## src/rtl/inst_loader_pkg.sv

```systemverilog
// rtl/inst_loader_pkg.sv - shared types and widths for the instruction loader
package inst_loader_pkg;

    typedef enum logic [2:0] {
        S_LEN,
        S_DATA,
        S_CSUM,
        S_DONE,
        S_ERR
    } state_t;

    localparam int BYTES_PER_WORD = 4;
    localparam int WORD_W         = 32;
    localparam int LEN_W          = 32;

endpackage

```

## src/rtl/inst_loader_byte_packer.sv

```systemverilog
// rtl/inst_loader_byte_packer.sv - packs little-endian bytes into 32-bit words
module byte_packer
    import inst_loader_pkg::*;
(
    input  logic              clk,
    input  logic              rst,
    input  logic              byte_valid,
    input  logic [7:0]        byte_in,
    output logic              word_valid,
    output logic [WORD_W-1:0] word
);

    logic [1:0]        cnt_q, cnt_d;
    logic [WORD_W-1:0] shreg_q, shreg_d;

    // Shift each new byte in from the top so the first byte ends up in bits [7:0]
    always_comb begin
        cnt_d      = cnt_q;
        shreg_d    = shreg_q;
        word       = {byte_in, shreg_q[WORD_W-1:8]};
        word_valid = byte_valid && (cnt_q == 2'(BYTES_PER_WORD - 1));
        if (byte_valid) begin
            cnt_d   = cnt_q + 2'd1;
            shreg_d = word;
        end
    end

    // Byte counter and pack register; the counter wraps so phases reuse it back to back
    always_ff @(posedge clk) begin
        if (rst) begin
            cnt_q   <= '0;
            shreg_q <= '0;
        end else begin
            cnt_q   <= cnt_d;
            shreg_q <= shreg_d;
        end
    end

endmodule

```

## src/rtl/inst_loader.sv

```systemverilog
// rtl/inst_loader.sv - byte-stream program loader for instruction memory (option: INST_LOADER_CHECKSUM_EN)
module inst_loader
    import inst_loader_pkg::*;
#(
    parameter int DEPTH = 512
) (
    input  logic              clk,
    input  logic              rst,
    input  logic              in_valid,
    output logic              in_ready,
    input  logic [7:0]        in_byte,
    output logic              mem_we,
    output logic [31:0]       mem_addr,
    output logic [WORD_W-1:0] mem_wdata,
    output logic              cpu_hold,
    output logic              done,
    output logic              err
);

`ifdef INST_LOADER_CHECKSUM_EN
    localparam state_t S_AFTER_DATA = S_CSUM;
`else
    localparam state_t S_AFTER_DATA = S_DONE;
`endif

    state_t            state_q, state_d;
    logic [LEN_W-1:0]  len_q, len_d;
    logic [LEN_W-1:0]  widx_q, widx_d;
    logic              mem_we_q, mem_we_d;
    logic [31:0]       mem_addr_q, mem_addr_d;
    logic [WORD_W-1:0] mem_wdata_q, mem_wdata_d;
`ifdef INST_LOADER_CHECKSUM_EN
    logic [7:0]        csum_q, csum_d;
`endif

    logic              fire;
    logic              pk_valid;
    logic              word_valid;
    logic [WORD_W-1:0] word;

    byte_packer u_packer (
        .clk        (clk),
        .rst        (rst),
        .byte_valid (pk_valid),
        .byte_in    (in_byte),
        .word_valid (word_valid),
        .word       (word)
    );

    // Handshake, next-state and registered write-port computation
    always_comb begin
        state_d     = state_q;
        len_d       = len_q;
        widx_d      = widx_q;
        mem_we_d    = 1'b0;
        mem_addr_d  = mem_addr_q;
        mem_wdata_d = mem_wdata_q;
`ifdef INST_LOADER_CHECKSUM_EN
        csum_d      = csum_q;
`endif
        in_ready = (state_q == S_LEN) || (state_q == S_DATA) || (state_q == S_CSUM);
        fire     = in_valid && in_ready;
        pk_valid = fire && ((state_q == S_LEN) || (state_q == S_DATA));

        case (state_q)
            S_LEN: begin
                if (word_valid) begin
                    len_d  = word;
                    widx_d = '0;
                    if (word == '0) begin
                        state_d = S_AFTER_DATA;
                    end else if (word > LEN_W'(DEPTH)) begin
                        state_d = S_ERR;
                    end else begin
                        state_d = S_DATA;
                    end
                end
            end
            S_DATA: begin
`ifdef INST_LOADER_CHECKSUM_EN
                if (fire) begin
                    csum_d = csum_q ^ in_byte;
                end
`endif
                if (word_valid) begin
                    mem_we_d    = 1'b1;
                    mem_addr_d  = widx_q;
                    mem_wdata_d = word;
                    widx_d      = widx_q + 1'b1;
                    if (widx_q == len_q - 1'b1) begin
                        state_d = S_AFTER_DATA;
                    end
                end
            end
`ifdef INST_LOADER_CHECKSUM_EN
            S_CSUM: begin
                if (fire) begin
                    state_d = (in_byte == csum_q) ? S_DONE : S_ERR;
                end
            end
`endif
            default: begin
            end
        endcase
    end

    // State and write-port registers; reset takes priority over any handshake
    always_ff @(posedge clk) begin
        if (rst) begin
            state_q     <= S_LEN;
            len_q       <= '0;
            widx_q      <= '0;
            mem_we_q    <= 1'b0;
            mem_addr_q  <= '0;
            mem_wdata_q <= '0;
`ifdef INST_LOADER_CHECKSUM_EN
            csum_q      <= '0;
`endif
        end else begin
            state_q     <= state_d;
            len_q       <= len_d;
            widx_q      <= widx_d;
            mem_we_q    <= mem_we_d;
            mem_addr_q  <= mem_addr_d;
            mem_wdata_q <= mem_wdata_d;
`ifdef INST_LOADER_CHECKSUM_EN
            csum_q      <= csum_d;
`endif
        end
    end

    assign mem_we    = mem_we_q;
    assign mem_addr  = mem_addr_q;
    assign mem_wdata = mem_wdata_q;
    assign done      = (state_q == S_DONE);
    assign err       = (state_q == S_ERR);
    assign cpu_hold  = (state_q != S_DONE);

endmodule

```

## config.mk

```make
export PLATFORM = sky130hd
export DESIGN_NAME = inst_loader
export DESIGN_NICKNAME = d
export VERILOG_FILES = /design/src/rtl/inst_loader_pkg.sv /design/src/rtl/inst_loader_byte_packer.sv /design/src/rtl/inst_loader.sv
export SDC_FILE = /design/constraint.sdc
export NUM_CORES = 1
export LEC_CHECK = 0
export CAP_MARGIN = 20
export CORE_MARGIN = 4
export CORE_UTILIZATION = 45
export CTS_CLUSTER_DIAMETER = 120
export CTS_CLUSTER_SIZE = 24
export DETAILED_ROUTE_END_ITERATION = 6
export PLACE_DENSITY = 0.74
export SYNTH_ARGS = -nofsm -noshare
export SYNTH_HDL_FRONTEND = slang
export SYNTH_HIERARCHICAL = 1
export SYNTH_SLANG_ARGS = --single-unit
```

## constraint.sdc

```tcl
create_clock -name clk -period 2.7 [get_ports clk]
set_input_delay 0.54 -clock clk [delete_from_list [all_inputs] [get_ports clk]]
set_output_delay 0.54 -clock clk [all_outputs]
set_load 0.05 [all_outputs]
```

-- After elaboration in Yosys (flattened, before gate mapping)
Cells that the tools add are included.
- register bits: 166
- input port bits: 11
- latch bits: 0
- bits in writable memories: 0
- word-level logic and storage cells: 46
- output and inout port bits: 69
- bits in read-only memories: 0
- memories kept: 0
- multipliers: 0
- eq/ne operators: 10
- order comparisons: 1
- add/sub/neg operators: 3
- shift-type cells: 0
- bitwise gates (word level): 1
- reduce and logical (&&, ||, !) cells: 13
- multiplexer cells: 10
- divide/modulo/power cells: 0
- operators with widths (kind ; number):
    32-bit 2-to-1 mux ; 2
    32-bit one-hot mux with 2 select lines ; 1
    32-bit by 1-bit adder with 32-bit output (second input constant) ; 1
    32-bit equality test ; 1
    32-bit by 10-bit > comparator with 1-bit output (second input constant) ; 1
    32-bit logical NOT ; 1
    32-bit by 1-bit subtractor with 32-bit output (second input constant) ; 1
    3-bit 2-to-1 mux ; 5
    3-bit by 2-bit equality test with 1-bit output (second input constant) ; 2
    2-bit by 1-bit != test with 1-bit output (second input constant) ; 3
    3-bit one-hot mux with 2 select lines ; 1
    2-bit AND reduction ; 2
    4-bit AND reduction ; 1
    3-bit by 1-bit equality test with 1-bit output (second input constant) ; 1
    3-bit equality test (second input constant) ; 1
    1-bit logical AND ; 3
    3-bit logical NOT ; 1
    3-bit by 2-bit != test with 1-bit output (second input constant) ; 1
    3-bit AND reduction ; 1
    2-bit by 1-bit adder with 2-bit output (second input constant) ; 1
    2-bit equality test (second input constant) ; 1
    1-bit logical OR ; 2
    2-bit nonzero test ; 1
    2-bit OR reduction ; 1
    2 further kinds ; 2

-- Depth between registers and ports, before layout
Gate-level depths: netlist of run 1.
- depth in word-level cells: 8
- mapped depth: 13
- gate-level depth less buffers: 10

-- Hierarchy
The synthesis of run 1 kept the hierarchy.
- by module, submodules not included (module ; times used ; area an instance (um^2) ; sequential area each (um^2) ; cells an instance):
    inst_loader ; 1 ; 6198.4 ; 2642.5 ; 823
    byte_packer ; 1 ; 1023.5 ; 520.5 ; 94

-- Least setup slack after synthesis of run 1
No wires, ideal clock.
- kind: input-to-reg
- from: input in_valid
- to: register widx_q[17]
- arrival: 2747 ps
- library setup time: 128 ps
- path slack: -175 ps
- stages: 11
- required time: 2572 ps
- buffers on the path: 5
- cell sequence: and2_1 > buf_6 > buf_12 > and2_1 > or3b_2 > clkbuf_1 > nor2_1 > or2_2 > clkbuf_1 > clkbuf_1 > nor2_1
- longest elaborated chain between the ends: 5
- elaborated cells between the ends (all ways): 6
- those cells by class: 2 x eq/ne; 4 x reduce/logical
- RTL lines (item ; RTL line ; text):
    from (decl) ; inst_loader.sv:9 ; input logic in_valid,
    1-bit logical AND (*) ; inst_loader.sv:62 ; fire = in_valid && in_ready;
    1-bit logical AND (*) ; inst_loader.sv:63 ; pk_valid = fire && ((state_q == S_LEN) || (state_q == S_DATA));
    1-bit logical AND (*) ; inst_loader_byte_packer.sv:21 ; word_valid = byte_valid && (cnt_q == 2'(BYTES_PER_WORD - 1));
    named net word_valid ; inst_loader.sv:38 ; logic word_valid;
    2-bit by 1-bit != test with 1-bit output (no line) ; -- ;
    3-bit AND reduction (no line) (*) ; -- ;
    to (signal assigned) ; inst_loader.sv:122 ; widx_q <= widx_d;
    to (decl) ; inst_loader.sv:28 ; logic [LEN_W-1:0] widx_q, widx_d;
Mark *: on every way through the listed nets, which the timed path passes. The rest lies on a longest branch.
A chain may end at the register's enable or synchronous reset.

-- Worst setup path after layout of run 1
- from: register len_q[2]
- to: register state_q[1]
- longest elaborated chain between the ends: 4
- RTL lines (item ; RTL line ; text):
    from (decl) ; inst_loader.sv:27 ; logic [LEN_W-1:0] len_q, len_d;
    from (signal assigned) ; inst_loader.sv:121 ; len_q <= len_d;
    32-bit by 1-bit subtractor with 32-bit output ; inst_loader.sv:90 ; if (widx_q == len_q - 1'b1) begin
    32-bit equality test ; inst_loader.sv:90 ;
    2-bit by 1-bit != test with 1-bit output (no line) ; -- ;
    4-bit AND reduction (no line) ; -- ;
    to (signal assigned) ; inst_loader.sv:120 ; state_q <= state_d;
    to (decl) ; inst_loader.sv:26 ; state_t state_q, state_d;
No other way between the ends.

==> results of run 1 <==
## through the flow
stage	setup slack [ns]	util, %	instances	power, uW
after floorplan	0.002395	-	917	2559
final	0.02999	56.98	1228	4949
after detailed placement	-0.1543	53.26	1197	2613
after global routing	-0.01552	56.98	1228	5109
after global placement	-0.1033	53.26	1197	2611
after CTS	0.001459	56.97	1228	4975
## report_power, final
part | switching (uW) | internal, uW | leakage, uW
logic | 109 | 77.5 | 0.00167
clock network | 974 | 1410 | 0.000290
registers | 26.5 | 2350 | 0.00128
total | 1110 | 3840 | 0.00324
## cells by family after synthesis
logic type | synth area share (%)
flip-flops | 43.80
multiplexers | 3.604
adder cells (fa/ha/maj) | 0.5198
AO/OA/AOI/OAI | 12.80
buffers and inverters | 5.388
AND/OR/NAND/NOR | 27.22
XOR/XNOR | 6.670
## final cells by class
type / instances / area, sq um / share of cell area [%]
Clock buffer: 19 / 452.9 / 5.022
Clock inverter: 12 / 135.1 / 1.498
Inverter: 13 / 48.80 / 0.5411
Multi-Input combinational cell: 675 / 3690 / 40.91
Sequential cell: 158 / 3164 / 35.09
Tap cell: 216 / 270.3 / 2.997
Timing Repair Buffer: 135 / 1257 / 13.94
## state kept, by name, summed over array words and instances (netlist names)
| name | cells |
|---|---|
| len_q | 32 |
| mem_addr | 32 |
| mem_wdata | 32 |
| mem_we | 1 |
| state_q | 3 |
| u_packer/cnt_q | 2 |
| u_packer/shreg_q | 24 |
| widx_q | 32 |
## final timing paths
check | start | endpoint | slack [ns] | cells past startpoint
worst max-delay path | len_q[2]$_SDFFE_PP0P_ | state_q[1]$_SDFFE_PP0P_ | 0.03 | 7
worst min-delay path | mem_addr[31]$_SDFFE_PP0P_ | mem_addr[31]$_SDFFE_PP0P_ | 0.45 | 2
worst max register to register | len_q[2]$_SDFFE_PP0P_ | state_q[1]$_SDFFE_PP0P_ | 0.03 | 7
worst min register to register | mem_addr[31]$_SDFFE_PP0P_ | mem_addr[31]$_SDFFE_PP0P_ | 0.45 | 2
## Yosys cell counts (all sizes together), types with 2 or more instances
master   number  area share [%]
nor4         23             2.1
or3          11            0.95
nand3        17             1.2
xnor2        27             3.3
ha            3            0.52
nor2         85             4.5
o31a          3            0.36
inv          13            0.68
nor3         18             1.2
nand3b        2            0.21
a311oi        5            0.61
nand4        15             1.3
nor2b         2            0.17
xor2         28             3.4
nand4b        3            0.36
nand2b        3            0.26
and2          5            0.43
clkbuf       52             2.7
mux2i        26             3.6
a41oi         2            0.35
and4b         2            0.28
a21oi       116             8.0
a31oi         3            0.26
or4           7            0.88
buf          19             2.0
nand2       224              12
and3          5            0.43
dfxtp       158              44
o21ai        11            0.76
o211ai        2            0.21
a22oi         4            0.42
or3b          2            0.24
o2111ai       3            0.36
## worst reg2reg max path, stage by stage (launching register included)
cell       delay, ns
dfxtp_2         0.31
or4_4           0.56
or4_4           0.59
o41a_1          0.41
a41oi_2         0.19
a2111oi_2       0.06
and4_1          0.22
o31a_1          0.23
## repair_timing
item                                    in CTS  in global routing
gates cloned                                 0                  0
endpoints found under the setup margin       2                  2
resized for setup                            1                  1
hold buffers                                 0                  0
pin swaps                                    4                  7
## metal layers
layer | GRT usage (%) | vias to the layer above | share of wire, %
met5 | 0 | - | 0
met4 | 6.335 | 0 | 1.4
met3 | 4.434 | 25 | 5.3
met2 | 31.05 | 181 | 45
met1 | 28.69 | 3011 | 49
li1 | - | 3283 | -
==> run_results.csv, run 1 <==
group,metric,value,unit
detailed_routing,first_iter_violations,524,
sta,tns,0,ns
clock_network,numCtsBuffers,17,
setup_path,crit_arrival,2.99,ns
yosys,syn_nets,931,
sta,post-route-period-util,98.89,%
yosys,postSynthCellCount,917,
grt,grt_pass1_wl,30.14,mm
setup_path,crit_chain,"or4_4, or4_4, o41a_1, a41oi_2, a2111oi_2, and4_1, o31a_1",
sta,fin_crit,2.670,ns
clock_network,cts_setup_buffers,0,
sta,slew_violations,0,
setup_path,worst_ep_required_time,3.02,ns
cells_and_area,layout_commonest_cell,"nand2_1",
setup_path,worstSetupPathType,"register to register",
grt,antenna_found_initial,0,
clock_network,cts_tree,"yes",
setup_path,start_kind,"register",
outcome,outcome,"completed",
grt,grt-ovfl-total,0,
cells_and_area,fill_cells,1457,
detailed_routing,ant_nets,0,
yosys,yosysSeqAreaShare,43.80,%
grt,grt_pass1_vias,6027,
yosys,syn-cell-area,7222,sq um
cells_and_area,antenna_cells,0,
cells_and_area,areaGrowthSynthToFinish,24.88,%
yosys,synth_cell_types,59,
power,vdd_drop_max,0.0004471,V
detailed_routing,wl_per_cell,14.79,microns
cells_and_area,drive_gt1_share,10.38,%
setup_path,cpLargestDelayFamily,"simple AND/OR/NAND/NOR gates",
floorplan,dieArea,18140,sq um
flow_run,maxCapViolCount,0,
yosys,ys_ff_latch,158,
clock_network,cts_max_level,4,
sta,timing.fmax,0.3745,GHz
yosys,async_reset_ff_share,0,%
placement,place_hpwl,12.79,mm
clock_network,clk_latency,0.43,ns
floorplan,start_util,45.63,%
sta,setup_viol_count_final,0,
sta,holdWs,0.4512,ns
sta,rsz0062_at_grt,"true",
clock_network,clk_pin_slew_worst_paths,0.06,ns
yosys,yosysWarnings,6,
detailed_routing,vias,6500,
floorplan,core_area,15830,sq um
setup_path,slowest_stage,"or4_4",
detailed_routing,vias_per_cell,5.293,
setup_path,cp_max_fo,5,
floorplan,boundaryPins,80,
sta,fin_skew,0.008220,ns
min_path,min_path_type,"register to register",
detailed_routing,wl,18.17,mm
power,cellLeakagePower,0.003240,uW
clock_network,root_buffer,"clkbuf_16",
setup_path,worst-path-buf-inv,0,
detailed_routing,drtPass1Iterations,5,
placement,dpl_cell_area,8431,sq um
yosys,yosys_most_used_dff,"dfxtp_1",
placement,gp_congestion,0.8870,
detailed_routing,route.detailed.drc,0,
clock_network,clock_path_buffers,2,
sta,tightest_slew,0.6670,ns
power,p_per_area,548.7,nW/um^2
floorplan,die_w,134.7,microns
sta,relSlewSlack,55.53,%
grt,grt_start_max_net_pins,66,
yosys,synth_edf_count,0,
sta,hold_viol_final,0,
setup_path,crit_top_cell,"or4_4",
setup_path,cp-end-kind,"register",
floorplan,rows,46,
cells_and_area,layout_common_cells,"223 x nand2_1, 157 x dfxtp_1, 116 x a21oi_1",
yosys,synth_area_per_cell,7.876,sq um
floorplan,fp.dieH,134.7,microns
cells_and_area,finalNetCount,1014,
grt,grt_util_all_layers,20.29,%
clock_network,cts.sinks,158,
cells_and_area,final_area,9019,sq um
placement,portBuffers,79,
setup_path,cp_slowest_stage_delay,0.59,ns
Power figures use the tool's default switching activity.
==> run 2: changes to the inputs <==
--- a/config.mk
+++ b/config.mk
@@ -11,7 +11,7 @@
 export CTS_CLUSTER_DIAMETER = 120
 export CTS_CLUSTER_SIZE = 24
 export DETAILED_ROUTE_END_ITERATION = 6
-export PLACE_DENSITY = 0.74
+export PLACE_DENSITY = 0.69
 export SYNTH_ARGS = -nofsm -noshare
 export SYNTH_HDL_FRONTEND = slang
 export SYNTH_HIERARCHICAL = 1
==> run 2 against run 1 <==
Register-to-register slack about the same. Global-route usage up 0.071 points. Largest power group unchanged. Worst hold slack worse by 0.0020 ns. Highest routed layer unchanged. Count of clock-buffer cells in the layout up 2. Critical endpoint unchanged. Setup slack worse by 0.0062 ns. Critical path type unchanged. Critical path depth unchanged. First-iteration DRC count down 13%.
==> run_results.csv, run 2 (same netlist as run 1, synthesis figures left out) <==
group,metric,value,unit
grt,grt_pass1_vias,5976,
detailed_routing,wl_per_cell,14.78,microns
sta,fin_crit,2.676,ns
placement,portBuffers,79,
cells_and_area,layout_common_cells,"223 x nand2_1, 157 x dfxtp_1, 116 x a21oi_1",
floorplan,start_util,45.63,%
sta,tightest_slew,0.6893,ns
detailed_routing,route.detailed.drc,0,
grt,antenna_found_initial,0,
setup_path,cpLargestDelayFamily,"simple AND/OR/NAND/NOR gates",
clock_network,cts.sinks,158,
power,power,5087,uW
power,p_per_area,561.6,nW/um^2
placement,place_hpwl,12.85,mm
cells_and_area,ff_latch_area,3164,sq um
flow_run,maxCapViolCount,0,
clock_network,hold_buffers,0,
sta,post-route-period-util,99.12,%
cells_and_area,final_area,9059,sq um
setup_path,slowest_stage,"or4_4",
cells_and_area,fill_cells,1476,
cells_and_area,multi_input_area,3690,sq um
sta,hold_viol_final,0,
clock_network,root_buffer,"clkbuf_16",
placement,gp_congestion,0.8822,
floorplan,fp.dieH,134.7,microns
sta,setup_viol_count_final,0,
cells_and_area,finalNetCount,1015,
clock_network,clk_pin_slew_worst_paths,0.06,ns
detailed_routing,ant_nets,0,
grt,grt_pass1_wl,30.24,mm
cells_and_area,antenna_cells,0,
sta,tns,0,ns
detailed_routing,wl,18.15,mm
min_path,min_path_type,"register to register",
sta,relSlewSlack,54.05,%
grt,grt-ovfl-total,0,
floorplan,die_w,134.7,microns
power,cellLeakagePower,0.003247,uW
sta,rsz0062_at_grt,"true",
detailed_routing,vias,6434,
floorplan,boundaryPins,80,
outcome,outcome,"completed",
grt,grt_util_all_layers,20.36,%
setup_path,worst_ep_required_time,3.00,ns
sta,fin_skew,0.01169,ns
setup_path,start_kind,"register",
grt,grt_start_max_net_pins,66,
setup_path,crit_arrival,2.98,ns
cells_and_area,areaGrowthSynthToFinish,25.43,%
setup_path,worst-path-buf-inv,0,
sta,timing.fmax,0.3737,GHz
setup_path,crit_chain,"or4_4, or4_4, o41a_1, a41oi_2, a2111oi_2, and4_1, o31a_1",
floorplan,rows,46,
detailed_routing,first_iter_violations,458,
floorplan,dieArea,18140,sq um
clock_network,clock_path_buffers,2,
power,vdd_drop_max,0.0004309,V
setup_path,cp_slowest_stage_delay,0.59,ns
detailed_routing,drtPass1Iterations,5,
sta,slew_violations,0,
clock_network,clk_latency,0.42,ns
cells_and_area,finish.utilization,57.23,%
cells_and_area,layout_commonest_cell,"nand2_1",
detailed_routing,vias_per_cell,5.239,
floorplan,core_area,15830,sq um
clock_network,cts_tree,"yes",
clock_network,numCtsBuffers,17,
setup_path,worstSetupPathType,"register to register",
cells_and_area,drive_gt1_share,10.18,%
setup_path,cp_max_fo,5,
placement,dpl_cell_area,8438,sq um
setup_path,cp-end-kind,"register",
setup_path,crit_top_cell,"or4_4",
clock_network,cts_max_level,4,
run 2: cell types whose count changed in the layout (fill, tap and decap cells not counted):
cell / delta
clkinv_2: -3
inv_6: -2
buf_4: +1
bufinv_16: +2
clkbuf_1: +2
clkinvlp_4: +2
clkinv_4: -2
run 2: repair_timing:
item | 4_1_cts | 5_1_grt
pin swaps | 2 | 1
setup endpoints to repair | 2 | 2
resized for setup | 1 | 1
setup buffers | 0 | 0
gates cloned | 0 | 0
run 2: final timing paths:
kind / startpoint / end / slack (ns) / cells after the start
worst min register to register: mem_addr[20]$_SDFFE_PP0P_ / mem_addr[20]$_SDFFE_PP0P_ / 0.45 / 2
worst min-delay path: mem_addr[20]$_SDFFE_PP0P_ / mem_addr[20]$_SDFFE_PP0P_ / 0.45 / 2
worst max register to register: len_q[0]$_SDFFE_PP0P_ / state_q[1]$_SDFFE_PP0P_ / 0.02 / 7
worst max-delay path: len_q[0]$_SDFFE_PP0P_ / state_q[1]$_SDFFE_PP0P_ / 0.02 / 7
run 2: report_power, final:
part / switching (uW) / leakage (uW) / internal, uW
Sequential: 27.2 / 0.00128 / 2350
Combinational: 109 / 0.00168 / 78.3
Clock: 931 / 0.000292 / 1590
Total: 1070 / 0.00325 / 4020
run 2: worst register-to-register path, stage by stage, from the launching register on:
cell and delay, ns:
dfxtp_1 0.31, or4_4 0.54, or4_4 0.59, o41a_1 0.40, a41oi_2 0.19, a2111oi_2 0.07, and4_1 0.20, o31a_1 0.27
run 2: final cells by class:
| class | count | area share [%] |
|---|---|---|
| sequential | 158 | 34.93 |
| inverter | 13 | 0.5387 |
| multi-input combinational | 675 | 40.73 |
| clock buffer | 21 | 5.083 |
| tap | 216 | 2.983 |
| timing repair buffer | 136 | 13.96 |
| clock inverter | 9 | 1.768 |
run 2: stage by stage:
step           hold slack, ns  setup slack, ns  cells
2_1_floorplan          0.4478         0.002395    917
3_3_place_gp           0.4418          -0.1900   1198
3_5_place_dp           0.4459          -0.2541   1198
4_1_cts                0.4544         0.009074   1228
5_1_grt                0.4718         -0.02820   1228
6_report               0.4492          0.02379   1228
run 2: metal layers:
metal / up-vias / global-route usage, % / part of all wire, %
met2: 164 / 30.91 / 45
met3: 25 / 4.396 / 5.3
met5: - / 0 / 0
met4: 0 / 5.543 / 1.4
li1: 3285 / - / -
met1: 2960 / 29.36 / 49
==> run 3: changes to the inputs <==
--- a/config.mk
+++ b/config.mk
@@ -11,6 +11,7 @@
 export CTS_CLUSTER_DIAMETER = 120
 export CTS_CLUSTER_SIZE = 24
 export DETAILED_ROUTE_END_ITERATION = 6
+export MAX_ROUTING_LAYER = met4
 export PLACE_DENSITY = 0.69
 export SYNTH_ARGS = -nofsm -noshare
 export SYNTH_HDL_FRONTEND = slang
==> run 3 against run 2 <==
Final cell count about the same. Wire length shrank 0.67%. First-iteration DRC count rose by 17%. Non-clock buffer count shrank 1. Critical path type unchanged. Critical endpoint unchanged.
==> run_results.csv, run 3 (same netlist as run 1, synthesis figures left out) <==
group,metric,value,unit
power,power.internal,3735,uW
cells_and_area,final_area,9004,sq um
setup_path,crit_start,"len_q[8]$_SDFFE_PP0P_",
setup_path,r2r-end,"state_q[1]$_SDFFE_PP0P_",
setup_path,crit_path_end,"state_q[1]$_SDFFE_PP0P_",
clock_network,cts_max_level,4,
floorplan,boundaryPins,80,
setup_path,reg2reg_slack,0.07,ns
power,vdd_drop_max,0.0004265,V
power,p_switching,1065,uW
setup_path,worstSetupPathType,"register to register",
cells_and_area,layout_commonest_cell,"nand2_1",
detailed_routing,wl,18.03,mm
min_path,min_path_type,"register to register",
sta,relSlewSlack,54.77,%
placement,gp_congestion,0.8943,
detailed_routing,wl_met1,8.861,mm
detailed_routing,wl_per_cell,14.69,microns
placement,dp.cells,1196,
setup_path,r2r_start,"len_q[8]$_SDFFE_PP0P_",
setup_path,crit_top_cell,"or4_4",
sta,post-route-period-util,97.40,%
clock_network,root_buffer,"clkbuf_16",
detailed_routing,highest_layer,"met4",
detailed_routing,drtPass1Iterations,7,
clock_network,cts_tree,"yes",
cells_and_area,drive_gt1_share,10.19,%
detailed_routing,met2_length,8.028,mm
floorplan,core_area,15830,sq um
placement,portBuffers,79,
detailed_routing,ant_nets,0,
floorplan,start_util,45.63,%
flow_run,maxCapViolCount,0,
outcome,outcome,"completed",
sta,holdWs,0.4514,ns
setup_path,worst_ep_required_time,3.01,ns
floorplan,rows,46,
clock_network,cts.sinks,158,
setup_path,cp_slowest_stage_delay,0.58,ns
detailed_routing,vias,6478,
grt,grt-ovfl-total,0,
setup_path,slowest_stage,"or4_4",
sta,hold_viol_final,0,
setup_path,start_kind,"register",
cells_and_area,instances_no_fill,1227,
floorplan,die_w,134.7,microns
detailed_routing,vias_per_cell,5.280,
setup_path,cp-end-kind,"register",
grt,grt_pass1_vias,6004,
clock_network,clock_path_buffers,2,
cells_and_area,areaGrowthSynthToFinish,24.67,%
setup_path,rr_worst_depth,7,
grt,grt_start_max_net_pins,66,
sta,rsz0062_at_grt,"false",
power,cellLeakagePower,0.003221,uW
power,swShare,22.19,%
sta,timing.fmax,0.3803,GHz
cells_and_area,finalNetCount,1014,
sta,slew_violations,0,
setup_path,crit_arrival,2.94,ns
detailed_routing,dr_wl_met3,895,microns
placement,dpl_cell_area,8436,sq um
grt,grt_util_all_layers,21.01,%
grt,antenna_found_initial,0,
sta,setup_viol_count_final,0,
power,p_per_area,533.2,nW/um^2
detailed_routing,route.detailed.drc,0,
floorplan,dieArea,18140,sq um
clock_network,hold_buffers,0,
cells_and_area,layout_common_cells,"223 x nand2_1, 158 x dfxtp_1, 116 x a21oi_1",
setup_path,crit_chain,"or4_4, or4_4, o41a_1, a41oi_2, a2111oi_2, and4_1, o31a_1",
power,p_clk_share,46.6,%
placement,place_hpwl,12.76,mm
cells_and_area,antenna_cells,0,
sta,tightest_slew,0.6785,ns
power,seq_power_share,49.6,%
clock_network,clk_pin_slew_worst_paths,0.06,ns
grt,grt_pass1_wl,30.30,mm
clock_network,clk_latency,0.42,ns
detailed_routing,first_iter_violations,535,
setup_path,cp_max_fo,5,
clock_network,numCtsBuffers,17,
power,combPwrFrac,3.9,%
floorplan,fp.dieH,134.7,microns
sta,fin_crit,2.630,ns
sta,fin_skew,0.009477,ns
[run 3: cell count changes in the layout (fill, tap and decap cells not counted)]
cell,previous run,this run
bufinv_16,4,1
buf_4,54,52
clkinv_2,0,2
nor4_1,22,20
nor4_2,1,3
buf_12,4,5
clkinv_4,1,2
dfxtp_1,157,158
dfxtp_2,1,0
[run 3: power groups by stage]
stage          sequential, uW  clock (uW)  combinational, uW
2_1_floorplan            2420           0                141
3_3_place_gp             2430           0                184
3_5_place_dp             2430           0                186
4_1_cts                  2380        2270                186
5_1_grt                  2380        2400                204
6_report                 2380        2240                185
[run 3: layout make-up]
type | instances | area, sq um
repair buffers | 135 | 1270
well taps | 216 | 270.3
flip-flops and latches | 158 | 3163
clock buffers | 21 | 460.4
clock inverters | 9 | 88.84
multi-input cells | 675 | 3702
fillers | 1519 | 6824
inverters | 13 | 48.80
[run 3: per-stage QoR]
stage | util (%) | TNS [ns] | setup WS, ns | total power, uW
2_1_floorplan | - | 0 | 0.002395 | 2559
3_3_place_gp | 53.30 | -1.044 | -0.1965 | 2613
3_5_place_dp | 53.30 | -1.460 | -0.2204 | 2615
4_1_cts | 56.76 | 0 | 0.005342 | 4833
5_1_grt | 56.89 | 0 | 0.001468 | 4978
6_report | 56.89 | 0 | 0.07018 | 4801
[run 3: how the worst min path moves through the flow]
stage	depth (start not counted)	end	startpoint	slack (ns)
after detailed placement	2	mem_wdata[2]$_SDFFE_PP0P_	mem_wdata[2]$_SDFFE_PP0P_	0.45
after floorplan	2	len_q[31]$_SDFFE_PP0P_	len_q[31]$_SDFFE_PP0P_	0.45
after global placement	2	mem_addr[20]$_SDFFE_PP0P_	mem_addr[20]$_SDFFE_PP0P_	0.44
after CTS	2	mem_wdata[2]$_SDFFE_PP0P_	mem_wdata[2]$_SDFFE_PP0P_	0.45
final	2	mem_addr[11]$_SDFFE_PP0P_	mem_addr[11]$_SDFFE_PP0P_	0.45
after global routing	2	mem_addr[7]$_SDFFE_PP0P_	mem_addr[7]$_SDFFE_PP0P_	0.47
[run 3: per-layer routing]
metal,up-vias,global-route usage [%]
li1,3283,-
met1,3017,29.05
met5,-,-
met3,23,4.322
met4,0,6.674
met2,155,30.99
[run 3: what timing repair did]
action | CTS | global route
setup buffers | 0 | 1
resized for setup | 1 | 2
setup endpoints to repair | 1 | 2
pin swaps | 0 | 6
[run 3: critical path: cells and delay by family, from the launching register on]
family,cells,cell delay (ns)
AOI/OAI and AO/OA,4,0.91
DFF,1,0.31
and+or+nand+nor,3,1.31
